$ cat config.mk
export PLATFORM = sky130hd
export DESIGN_NAME = fft8_ctrl
export DESIGN_NICKNAME = d
export VERILOG_FILES = /design/src/rtl/fft8_ctrl.sv
export SDC_FILE = /design/constraint.sdc
export NUM_CORES = 1
export LEC_CHECK = 0
export CORE_AREA = 2 2 447 449
export CTS_CLUSTER_SIZE = 14
export DETAILED_ROUTE_END_ITERATION = 8
export DIE_AREA = 0 0 449 451
export PLACE_DENSITY = 0.48
export SLEW_MARGIN = 20
export SYNTH_ARGS = -nofsm -noshare
export SYNTH_HDL_FRONTEND = slang
export SYNTH_SLANG_ARGS = --single-unit
$ cat constraint.sdc
create_clock -name clk -period 2.3 [get_ports clk]
set_clock_uncertainty 0.05 [all_clocks]
set_input_delay 0.575 -clock clk [delete_from_list [all_inputs] [get_ports clk]]
set_output_delay 0.575 -clock clk [all_outputs]
set_load 0.005 [all_outputs]
$ cat src/rtl/fft8_ctrl.sv
// fft8_ctrl: framing controller for the combinational 8-point FFT datapath.
// Samples stream in over s_*, go into an 8-entry bank that drives fft8 in
// parallel, are captured after SETTLE_CYC cycles, and stream out over m_*.
// Optional build macro: FFT8_CTRL_SCALE_EN (arithmetic >>>3 on captured words).
module fft8_ctrl #(
  parameter int DATA_W     = 32,
  parameter int SETTLE_CYC = 1
) (
  input  logic                       clk,
  input  logic                       rst_n,
  input  logic                       s_valid,
  output logic                       s_ready,
  input  logic signed [DATA_W-1:0]   s_real,
  input  logic signed [DATA_W-1:0]   s_imag,
  output logic                       m_valid,
  input  logic                       m_ready,
  output logic signed [DATA_W-1:0]   m_real,
  output logic signed [DATA_W-1:0]   m_imag,
  output logic [2:0]                 m_index,
  output logic                       frame_done,
  output logic [8*DATA_W-1:0]        fft_in_re,
  output logic [8*DATA_W-1:0]        fft_in_im,
  input  logic [8*DATA_W-1:0]        fft_out_re,
  input  logic [8*DATA_W-1:0]        fft_out_im
);

  localparam logic [1:0] ST_LOAD   = 2'd0;
  localparam logic [1:0] ST_SETTLE = 2'd1;
  localparam logic [1:0] ST_UNLOAD = 2'd2;

  localparam logic [3:0] SETTLE_LIM = 4'(SETTLE_CYC);

  logic [1:0] state_q, state_d;
  logic [2:0] wr_ptr_q, wr_ptr_d;
  logic [2:0] rd_ptr_q, rd_ptr_d;
  logic [3:0] settle_cnt_q, settle_cnt_d;
  logic       s_ready_q, s_ready_d;
  logic       m_valid_q, m_valid_d;
  logic       frame_done_q, frame_done_d;

  logic signed [DATA_W-1:0] bank_re_q [8];
  logic signed [DATA_W-1:0] bank_im_q [8];
  logic signed [DATA_W-1:0] bank_re_d [8];
  logic signed [DATA_W-1:0] bank_im_d [8];
  logic signed [DATA_W-1:0] res_re_q  [8];
  logic signed [DATA_W-1:0] res_im_q  [8];
  logic signed [DATA_W-1:0] res_re_d  [8];
  logic signed [DATA_W-1:0] res_im_d  [8];

  logic s_acc;
  logic m_acc;

  // Capture-time scaling; width is preserved, shift floors toward -inf.
  function automatic logic signed [DATA_W-1:0] scale_word(
    input logic signed [DATA_W-1:0] w
  );
`ifdef FFT8_CTRL_SCALE_EN
    return w >>> 3;
`else
    return w;
`endif
  endfunction

  // Next-state logic: LOAD fills the bank, SETTLE waits then captures, UNLOAD drains.
  always_comb begin
    state_d      = state_q;
    wr_ptr_d     = wr_ptr_q;
    rd_ptr_d     = rd_ptr_q;
    settle_cnt_d = settle_cnt_q;
    frame_done_d = 1'b0;
    bank_re_d    = bank_re_q;
    bank_im_d    = bank_im_q;
    res_re_d     = res_re_q;
    res_im_d     = res_im_q;
    s_acc        = s_valid & s_ready_q;
    m_acc        = m_valid_q & m_ready;

    case (state_q)
      ST_LOAD: begin
        if (s_acc) begin
          bank_re_d[wr_ptr_q] = s_real;
          bank_im_d[wr_ptr_q] = s_imag;
          wr_ptr_d            = wr_ptr_q + 3'd1;
          if (wr_ptr_q == 3'd7) begin
            state_d      = ST_SETTLE;
            settle_cnt_d = 4'd0;
          end
        end
      end
      ST_SETTLE: begin
        if (settle_cnt_q == SETTLE_LIM) begin
          for (int k = 0; k < 8; k++) begin
            res_re_d[k] = scale_word($signed(fft_out_re[DATA_W*k +: DATA_W]));
            res_im_d[k] = scale_word($signed(fft_out_im[DATA_W*k +: DATA_W]));
          end
          settle_cnt_d = 4'd0;
          state_d      = ST_UNLOAD;
        end else begin
          settle_cnt_d = settle_cnt_q + 4'd1;
        end
      end
      ST_UNLOAD: begin
        if (m_acc) begin
          rd_ptr_d = rd_ptr_q + 3'd1;
          if (rd_ptr_q == 3'd7) begin
            frame_done_d = 1'b1;
            state_d      = ST_LOAD;
          end
        end
      end
      default: begin
        state_d = ST_LOAD;
      end
    endcase

    s_ready_d = (state_d == ST_LOAD);
    m_valid_d = (state_d == ST_UNLOAD);
  end

  // Control registers; s_ready is registered so it stays low throughout reset.
  always_ff @(posedge clk or negedge rst_n) begin
    if (!rst_n) begin
      state_q      <= ST_LOAD;
      wr_ptr_q     <= 3'd0;
      rd_ptr_q     <= 3'd0;
      settle_cnt_q <= 4'd0;
      s_ready_q    <= 1'b0;
      m_valid_q    <= 1'b0;
      frame_done_q <= 1'b0;
    end else begin
      state_q      <= state_d;
      wr_ptr_q     <= wr_ptr_d;
      rd_ptr_q     <= rd_ptr_d;
      settle_cnt_q <= settle_cnt_d;
      s_ready_q    <= s_ready_d;
      m_valid_q    <= m_valid_d;
      frame_done_q <= frame_done_d;
    end
  end

  // Sample bank and result buffer; cleared by reset so fft_in_*/m_* read zero.
  always_ff @(posedge clk or negedge rst_n) begin
    if (!rst_n) begin
      for (int k = 0; k < 8; k++) begin
        bank_re_q[k] <= '0;
        bank_im_q[k] <= '0;
        res_re_q[k]  <= '0;
        res_im_q[k]  <= '0;
      end
    end else begin
      bank_re_q <= bank_re_d;
      bank_im_q <= bank_im_d;
      res_re_q  <= res_re_d;
      res_im_q  <= res_im_d;
    end
  end

  // Flatten the bank onto the fft8 input buses, sample k at [DATA_W*k +: DATA_W].
  always_comb begin
    fft_in_re = '0;
    fft_in_im = '0;
    for (int k = 0; k < 8; k++) begin
      fft_in_re[DATA_W*k +: DATA_W] = bank_re_q[k];
      fft_in_im[DATA_W*k +: DATA_W] = bank_im_q[k];
    end
  end

  assign s_ready    = s_ready_q;
  assign m_valid    = m_valid_q;
  assign m_index    = rd_ptr_q;
  assign m_real     = res_re_q[rd_ptr_q];
  assign m_imag     = res_im_q[rd_ptr_q];
  assign frame_done = frame_done_q;

endmodule

==> results of run 1 <==
-- cells in the mapped netlist (2+ instances only) --
| cell | instances | area [sq um] |
|---|---|---|
| clkbuf_1 | 14 | 52.6 |
| dfrtp_1 | 1039 | 26000 |
| a21o_1 | 2 | 15.0 |
| nand3_1 | 3 | 15.0 |
| nor2b_1 | 2 | 12.5 |
| mux2_2 | 1041 | 11700 |
| buf_4 | 23 | 173 |
| nor2_1 | 3 | 11.3 |
| inv_1 | 2 | 7.51 |
| a22o_1 | 2 | 17.5 |
| buf_1 | 10 | 37.5 |
| nand4b_1 | 2 | 17.5 |
| buf_2 | 76 | 380 |
| ha_1 | 6 | 75.1 |
| mux4_2 | 128 | 2880 |
| and4bb_2 | 2 | 25.0 |
| a211o_1 | 2 | 17.5 |
| mux2_1 | 52 | 586 |
| buf_6 | 24 | 270 |
-- kinds of logic after synthesis --
family / share of synthesized area (%)
adders and majority gates: 0.177
muxes: 35.8
DFF: 61.2
AOI/OAI and AO/OA: 0.150
xor gates and xnor gates: 0.0412
buffers and inverters: 2.17
and+or+nand+nor: 0.501
-- per-stage QoR --
stage / utilization, % / power [mW]
floorplan: - / 47.4
global placement: 29.8 / 67.8
detailed placement: 29.8 / 68.1
CTS: 31.9 / 86.8
global route: 32.4 / 92.1
finish: 32.4 / 87.0
-- worst register-to-register path, stage by stage (launching register included) --
cell and delay [ns]:
dfrtp_1 0.42, and4bb_2 0.44, buf_4 0.17, nand4b_1 0.19, buf_12 0.22, buf_12 0.19
mux2_2 0.29
-- area by class of cell --
| class | count | area [sq um] | share of cell area [%] |
|---|---|---|---|
| Antenna cell | 29 | 72.6 | 0.113 |
| Multi-Input combinational cell | 1263 | 15800 | 24.6 |
| Clock inverter | 38 | 395 | 0.616 |
| Sequential cell | 1039 | 26000 | 40.5 |
| Timing Repair Buffer | 1459 | 14700 | 22.9 |
| Clock buffer | 197 | 3910 | 6.09 |
| Inverter | 2 | 7.51 | 0.0117 |
| Tap cell | 2656 | 3320 | 5.17 |
-- layer usage --
metal  up-vias  global-route usage [%]  wire, microns
met5         -                       0             86
met4        12                    6.19           5450
met3       245                    6.14          13500
met2       921                    26.9          82600
met1     14500                    18.3          64300
li1      12000                       -              -
-- state kept, by name, indices dropped and copies added, names as in the netlist, 2 cells and up --
| signal | cells |
|---|---|
| m_index | 3 |
| res_re_q | 256 |
| state_q | 2 |
| fft_in_im | 256 |
| fft_in_re | 256 |
| wr_ptr_q | 3 |
| res_im_q | 256 |
| settle_cnt_q | 4 |
-- worst min path at each step --
stage / endpoint / slack [ns] / cells past startpoint
floorplan: fft_in_im[0]$_DFFE_PN0P_ / 0.23 / 0
detailed placement: res_re_q[253]$_DFFE_PN0P_ / 0.43 / 1
global placement: res_re_q[202]$_DFFE_PN0P_ / 0.42 / 1
finish: fft_in_re[38]$_DFFE_PN0P_ / 0.29 / 2
global route: fft_in_re[35]$_DFFE_PN0P_ / 0.27 / 2
CTS: fft_in_re[194]$_DFFE_PN0P_ / 0.22 / 2
-- report_power, final --
part	internal (mW)	leakage (nW)	total (mW)	switching, mW
logic	21.0	13.3	33.4	12.4
clock network	12.2	2.12	20.7	8.43
registers	27.5	12.4	32.9	5.39
total	60.8	27.9	87.0	26.2
-- what timing repair did --
action,in CTS,in global routing
hold buffers,1,0
gates cloned,4,8
setup endpoints to repair,581,67
resized for setup,711,193
pin swaps,0,0
endpoints found under the hold margin,12,0
buffers inserted,32,53
==> out/results.ini, run 1 <==
[worst_setup_path]
reg2reg_slack_ns=0.20
reg2regPathDepth=6
critPathSlowestCell=dfrtp_4
rr_endpoint=fft_in_im[174]$_DFFE_PN0P_
critPathBufInv=5
worst-path-max-fanout=7
cp-endpoint=m_imag[4]
cp.depth=7
crit_chain=buf_12 -> buf_16 -> buf_12 -> buf_6 -> mux4_2 -> mux2_4 -> buf_6
startpoint=m_index[0]$_DFFE_PN0P_
crit_required_ns=1.67
startpoint_type=register
path_delay_family=multiplexers
worstSetupPathType=reg -> out
slowest_delay_ns=0.49
cp-end-kind=primary output
cp.arrival_ns=2.72
r2r_start=state_q[1]$_DFF_PN0_

[timing]
rsz0062_at_grt=yes
slew_headroom_pct=57.4
whs_ns=0.293
setup_viol=67
maxSlewViolCount=0
layout_setup_ws_ns=-1.04
period_minus_slack_ns=3.34
hold_viol_final=0
tns_ns=-61.33
finalCritPeriodShare_pct=145
worst_pin_slew_ns=0.638
fmax_mhz=299

[yosys]
yosysUniqueCellTypes=37
ys_ff_latch=1039
synth-async-reset-ratio_pct=100
synthesis.area_sq_um=42500
avgSynthCellArea_sq_um=17.3
syn_nets=3037
ys.warnings.count=0
synth_flop_cell=dfrtp_1
synthCells=2451
synth.yosys.seq_area_share_pct=61.2
synth_edf_count=0

[die]
core_sq_um=198000
num_rows=164
die_y_microns=451
start_util_pct=21.4
io-pin-count=1162
die_area_sq_um=202000
fp.dieW_microns=449

[clock_network]
cts_tree=built
cts-root-buf=clkbuf_16
clk_pin_slew_ns=0.05
worstSkewPairLatency_ns=0.78
numCtsBuffers=131
clock_sinks=1039
clockBufferDepth=3
htreeDepth=4

[layout]
final_area_sq_um=64200
area_growth_pct=51.2
nFillCells=19900
stdcell_count=6683
num-nets-final=4482
final_common_cell=dfrtp_1
drive_gt1_share_pct=43.8
layout_common_cells=dfrtp_1 (1036), mux2_2 (986), clkdlybuf4s50_1 (578)

[grt]
grt_overflow=0
grt_pass1_vias=29900
grt_pass1_wl_microns=233000
antenna_found_initial=51
grt_start_max_net_pins=64
grt_usage_pct=16.0

[route]
firstDrtPassIters=4
dr.first_iter.drc_count=1233
wl_per_cell_microns=24.8
wl_microns=166000
antenna_left=0
drc=0
vias=27600
vias_per_cell=4.13

[place]
post-place-ws_ns=-0.522
placed_cells_incl_taps=6325
dp_hpwl_microns=124000
placed_area_sq_um=59100
numPortBuffers=1161
gp_congestion=0.838

[power]
p_leak_nw=27.9
peakVddDrop_uv=728
power_density_nw_per_um2=1360

[min_path]
min_path_type=in -> async

[status]
failed_checks=setup timing
status=complete, but fails checks

[job]
drv_cap=0

No activity file was read; power rests on OpenSTA's default activity.
==> run 2, diff against run 1 <==
Settings changed: ABC_AREA set to 1, CAP_MARGIN set to 0, CORE_AREA 2 2 447 449 to 2 2 454 456, DIE_AREA 0 0 449 451 to 0 0 456 458.
==> run 2 against run 1 <==
The run still ends with setup timing left. Clock power is essentially flat. Count of clock-buffer cells in the layout fell by 9. First-iteration DRC count grew to 2.5 times the previous value. Routed wire length grew 21%. Die area rose by 3.1%. Non-clock buffer count increased by 25. Final area rose by 4.4%. Critical endpoint is now m_real[17]. Register-to-register slack worse by 0.02 ns. Combinational power increased by 25%. Total power rose by 6.6%. Via count is 46% higher. Sequential share of layout area fell by 1.7 points. Largest power group unchanged.
==> out/results.ini, run 2 <==
[status]
status=complete, but fails checks
failed_checks=setup timing

[route]
dr.first_iter.drc_count=3117  ; +150%
vias=40300  ; +46%
vias_per_cell=4.32  ; +4.5%
drc=0  ; unchanged
firstDrtPassIters=8  ; +4
wl_per_cell_microns=21.5  ; -13%
wl_microns=201000  ; +21%
antenna_left=0  ; unchanged

[timing]
maxSlewViolCount=0  ; unchanged
fmax_mhz=320  ; +6.8%
slew_headroom_pct=57.9  ; +0.43 points
hold_viol_final=0  ; unchanged
period_minus_slack_ns=3.13  ; -0.214 ns
layout_setup_ws_ns=-0.827  ; +0.214 ns
finalCritPeriodShare_pct=136  ; -9.3 points
rsz0062_at_grt=yes
setup_viol=289  ; +330%
worst_pin_slew_ns=0.632  ; -0.00643 ns

[worst_setup_path]
startpoint_type=register
cp-end-kind=primary output
worstSetupPathType=reg -> out
startpoint=m_index[0]$_DFFE_PN0P_
worst-path-max-fanout=8  ; +1
r2r_start=settle_cnt_q[1]$_DFFE_PN0P_
cp.arrival_ns=2.50  ; -0.22 ns
crit_required_ns=1.67  ; about the same

[yosys]
yosys-top-cells-area=dfrtp_1 (59%), nand2_1 (17%), o21ai_0 (6.6%), inv_1 (5.0%), o21ai_1 (4.4%)
synth_flop_cell=dfrtp_1
synth_top_area_share_pct=59.1  ; -2.1 points
synth_top_area_cell=dfrtp_1
syn_nets=5814  ; +91%
ys.warnings.count=0  ; unchanged
synth_edf_count=0  ; unchanged
avgSynthCellArea_sq_um=8.41  ; -51%
post-synth-top-count-cell=nand2_1
synthesis.area_sq_um=44000  ; +3.5%
ys_top_cells_by_count=nand2_1 (1942), dfrtp_1 (1039), inv_1 (585), o21ai_0 (581), o21ai_1 (389)
synthCells=5228  ; +110%
synth-async-reset-ratio_pct=100  ; unchanged
synth.yosys.seq_area_share_pct=59.1  ; -2.1 points
yosysUniqueCellTypes=25  ; -32%
ys_ff_latch=1039  ; unchanged

[grt]
grt_start_max_net_pins=104  ; +63%
antenna_found_initial=35  ; -31%
grt_overflow=0  ; unchanged
grt_pass1_wl_microns=282000  ; +21%
grt_usage_pct=18.3  ; +2.3 points
grt_pass1_vias=40100  ; +34%

[place]
dp_hpwl_microns=147000  ; +18%
placed_area_sq_um=60100  ; +1.6%
numPortBuffers=1161  ; unchanged
gp_congestion=0.909  ; +8.4%

[clock_network]
clk_pin_slew_ns=0.06  ; about the same
clock_sinks=1039  ; unchanged
htreeDepth=4  ; unchanged
worstSkewPairLatency_ns=0.79  ; about the same
cts-root-buf=clkbuf_16
cts_tree=built
numCtsBuffers=130  ; -0.76%
clockBufferDepth=3  ; unchanged

[power]
peakVddDrop_uv=683  ; -6.2%
power_density_nw_per_um2=1380  ; +2.2%
pwr-share-clk_pct=22.4  ; -1.4 points
comb_power_share_pct=45.0  ; +6.6 points
p_total_mw=92.8  ; +6.6%
p_leak_nw=31.9  ; +14%
p_sw_mw=34.5  ; +32%
power.share.sequential_pct=32.6  ; -5.2 points
internal-power_mw=58.3  ; -4.1%
switching_share_pct=37.2  ; +7.1 points

[layout]
nFillCells=21400  ; +7.4%
num-nets-final=7100  ; +58%
final_common_cell=nand2_1
final_area_sq_um=67000  ; +4.4%
layout_common_cells=nand2_1 (1737), clkdlybuf4s50_1 (1040), dfrtp_1 (1034)
drive_gt1_share_pct=13.3  ; -30 points
final_core_util_pct=32.9  ; +0.49 points
area_growth_pct=52.4

[min_path]
min_path_type=in -> async

[die]
die_y_microns=458  ; +1.6%
fp.dieW_microns=456  ; +1.6%
core_sq_um=204000  ; +2.8%
die_area_sq_um=209000  ; +3.1%
start_util_pct=21.6  ; +0.15 points
io-pin-count=1162  ; unchanged
num_rows=166  ; +1.2%

[job]
drv_cap=0  ; unchanged

[run 2: through the flow]
| step | setup WS [ns] | setup TNS, ns | instances | hold slack, ns |
|---|---|---|---|---|
| detailed placement | -0.352 | -37.59 | 8983 | 0.407 |
| floorplan | 0.351 | 0 | 5228 | 0.229 |
| CTS | -1.21 | -118.73 | 9217 | 0.141 |
| global placement | -0.367 | -27.24 | 8983 | 0.406 |
| finish | -0.827 | -49.99 | 9326 | 0.236 |
| global route | -0.906 | -94.57 | 9324 | 0.199 |
[run 2: layer usage]
metal	share of wire [%]	GRT usage (%)	vias up
li1	-	-	18900
met4	3.9	7.94	2
met2	48	30.2	1478
met1	41	22.1	19600
met5	0.0055	0	-
met3	7.1	5.21	300
[run 2: repair_timing]
| item | in CTS | in global routing |
|---|---|---|
| gates cloned | 2 | 37 |
| pin swaps | 9 | 99 |
| hold buffers | 1 | 0 |
| gates resized for setup | 185 | 458 |
| buffers inserted | 2 | 47 |
| hold endpoints to repair | 123 | 0 |
| setup endpoints to repair | 581 | 581 |
[run 2: path summary, 6_finish.rpt]
kind / end / slack [ns] / depth (start not counted)
worst min register to register: fft_in_im[114]$_DFFE_PN0P_ / 0.42 / 2
worst max-delay path: m_real[17] / -0.83 / 11
max in group asynchronous: m_index[2]$_DFFE_PN0P_ / 0.92 / 3
worst min-delay path: res_im_q[184]$_DFFE_PN0P_ / 0.24 / 2
worst max register to register: res_re_q[19]$_DFFE_PN0P_ / 0.18 / 9
min in group clk: res_re_q[37]$_DFFE_PN0P_ / 0.28 / 3
[run 2: cells by family (layout without fill, tap and decap cells)]
| group | count (synthesis) | in the layout | share of synthesized area (%) |
|---|---|---|---|
| AO/OA/AOI/OAI | 971 | 971 | 11.1 |
| XOR/XNOR | 3 | 3 | 0.0598 |
| adder cells (fa/ha/maj) | 6 | 6 | 0.171 |
| buffers and inverters | 920 | 2303 | 9.03 |
| flip-flops | 1039 | 1039 | 59.1 |
| other | 0 | 27 | 0 |
| AND/OR/NAND/NOR | 2289 | 2289 | 20.6 |
[run 2: power groups by stage]
stage	combinational, mW	clock [mW]	sequential (mW)
5_1_grt	45.6	22.1	31.2
4_1_cts	39.0	21.4	30.2
3_3_place_gp	38.4	0	30.2
3_5_place_dp	38.5	0	30.4
2_1_floorplan	15.8	0	30.2
6_report	41.7	20.8	30.3
[run 2: area by class of cell]
cell class / instances / area (sq um) / area share (%)
antenna: 27 / 67.6 / 0.101
inverter: 589 / 2240 / 3.34
sequential: 1039 / 26000 / 38.8
clock buffer: 188 / 3780 / 5.63
tap: 2688 / 3360 / 5.02
clock inverter: 41 / 517 / 0.771
multi-input combinational: 3269 / 15100 / 22.5
timing repair buffer: 1484 / 15900 / 23.8
timing repair inverter: 1 / 16.3 / 0.0243
[run 2: critical path: stages (launching register included)]
cell and delay [ns]:
dfrtp_4 0.58, inv_12 0.11, buf_16 0.17, buf_12 0.16, buf_12 0.13, buf_8 0.12
nand2_4 0.05, nand3_2 0.05, nand2_1 0.05, nand2_1 0.09, nand2_1 0.08, clkbuf_2 0.11
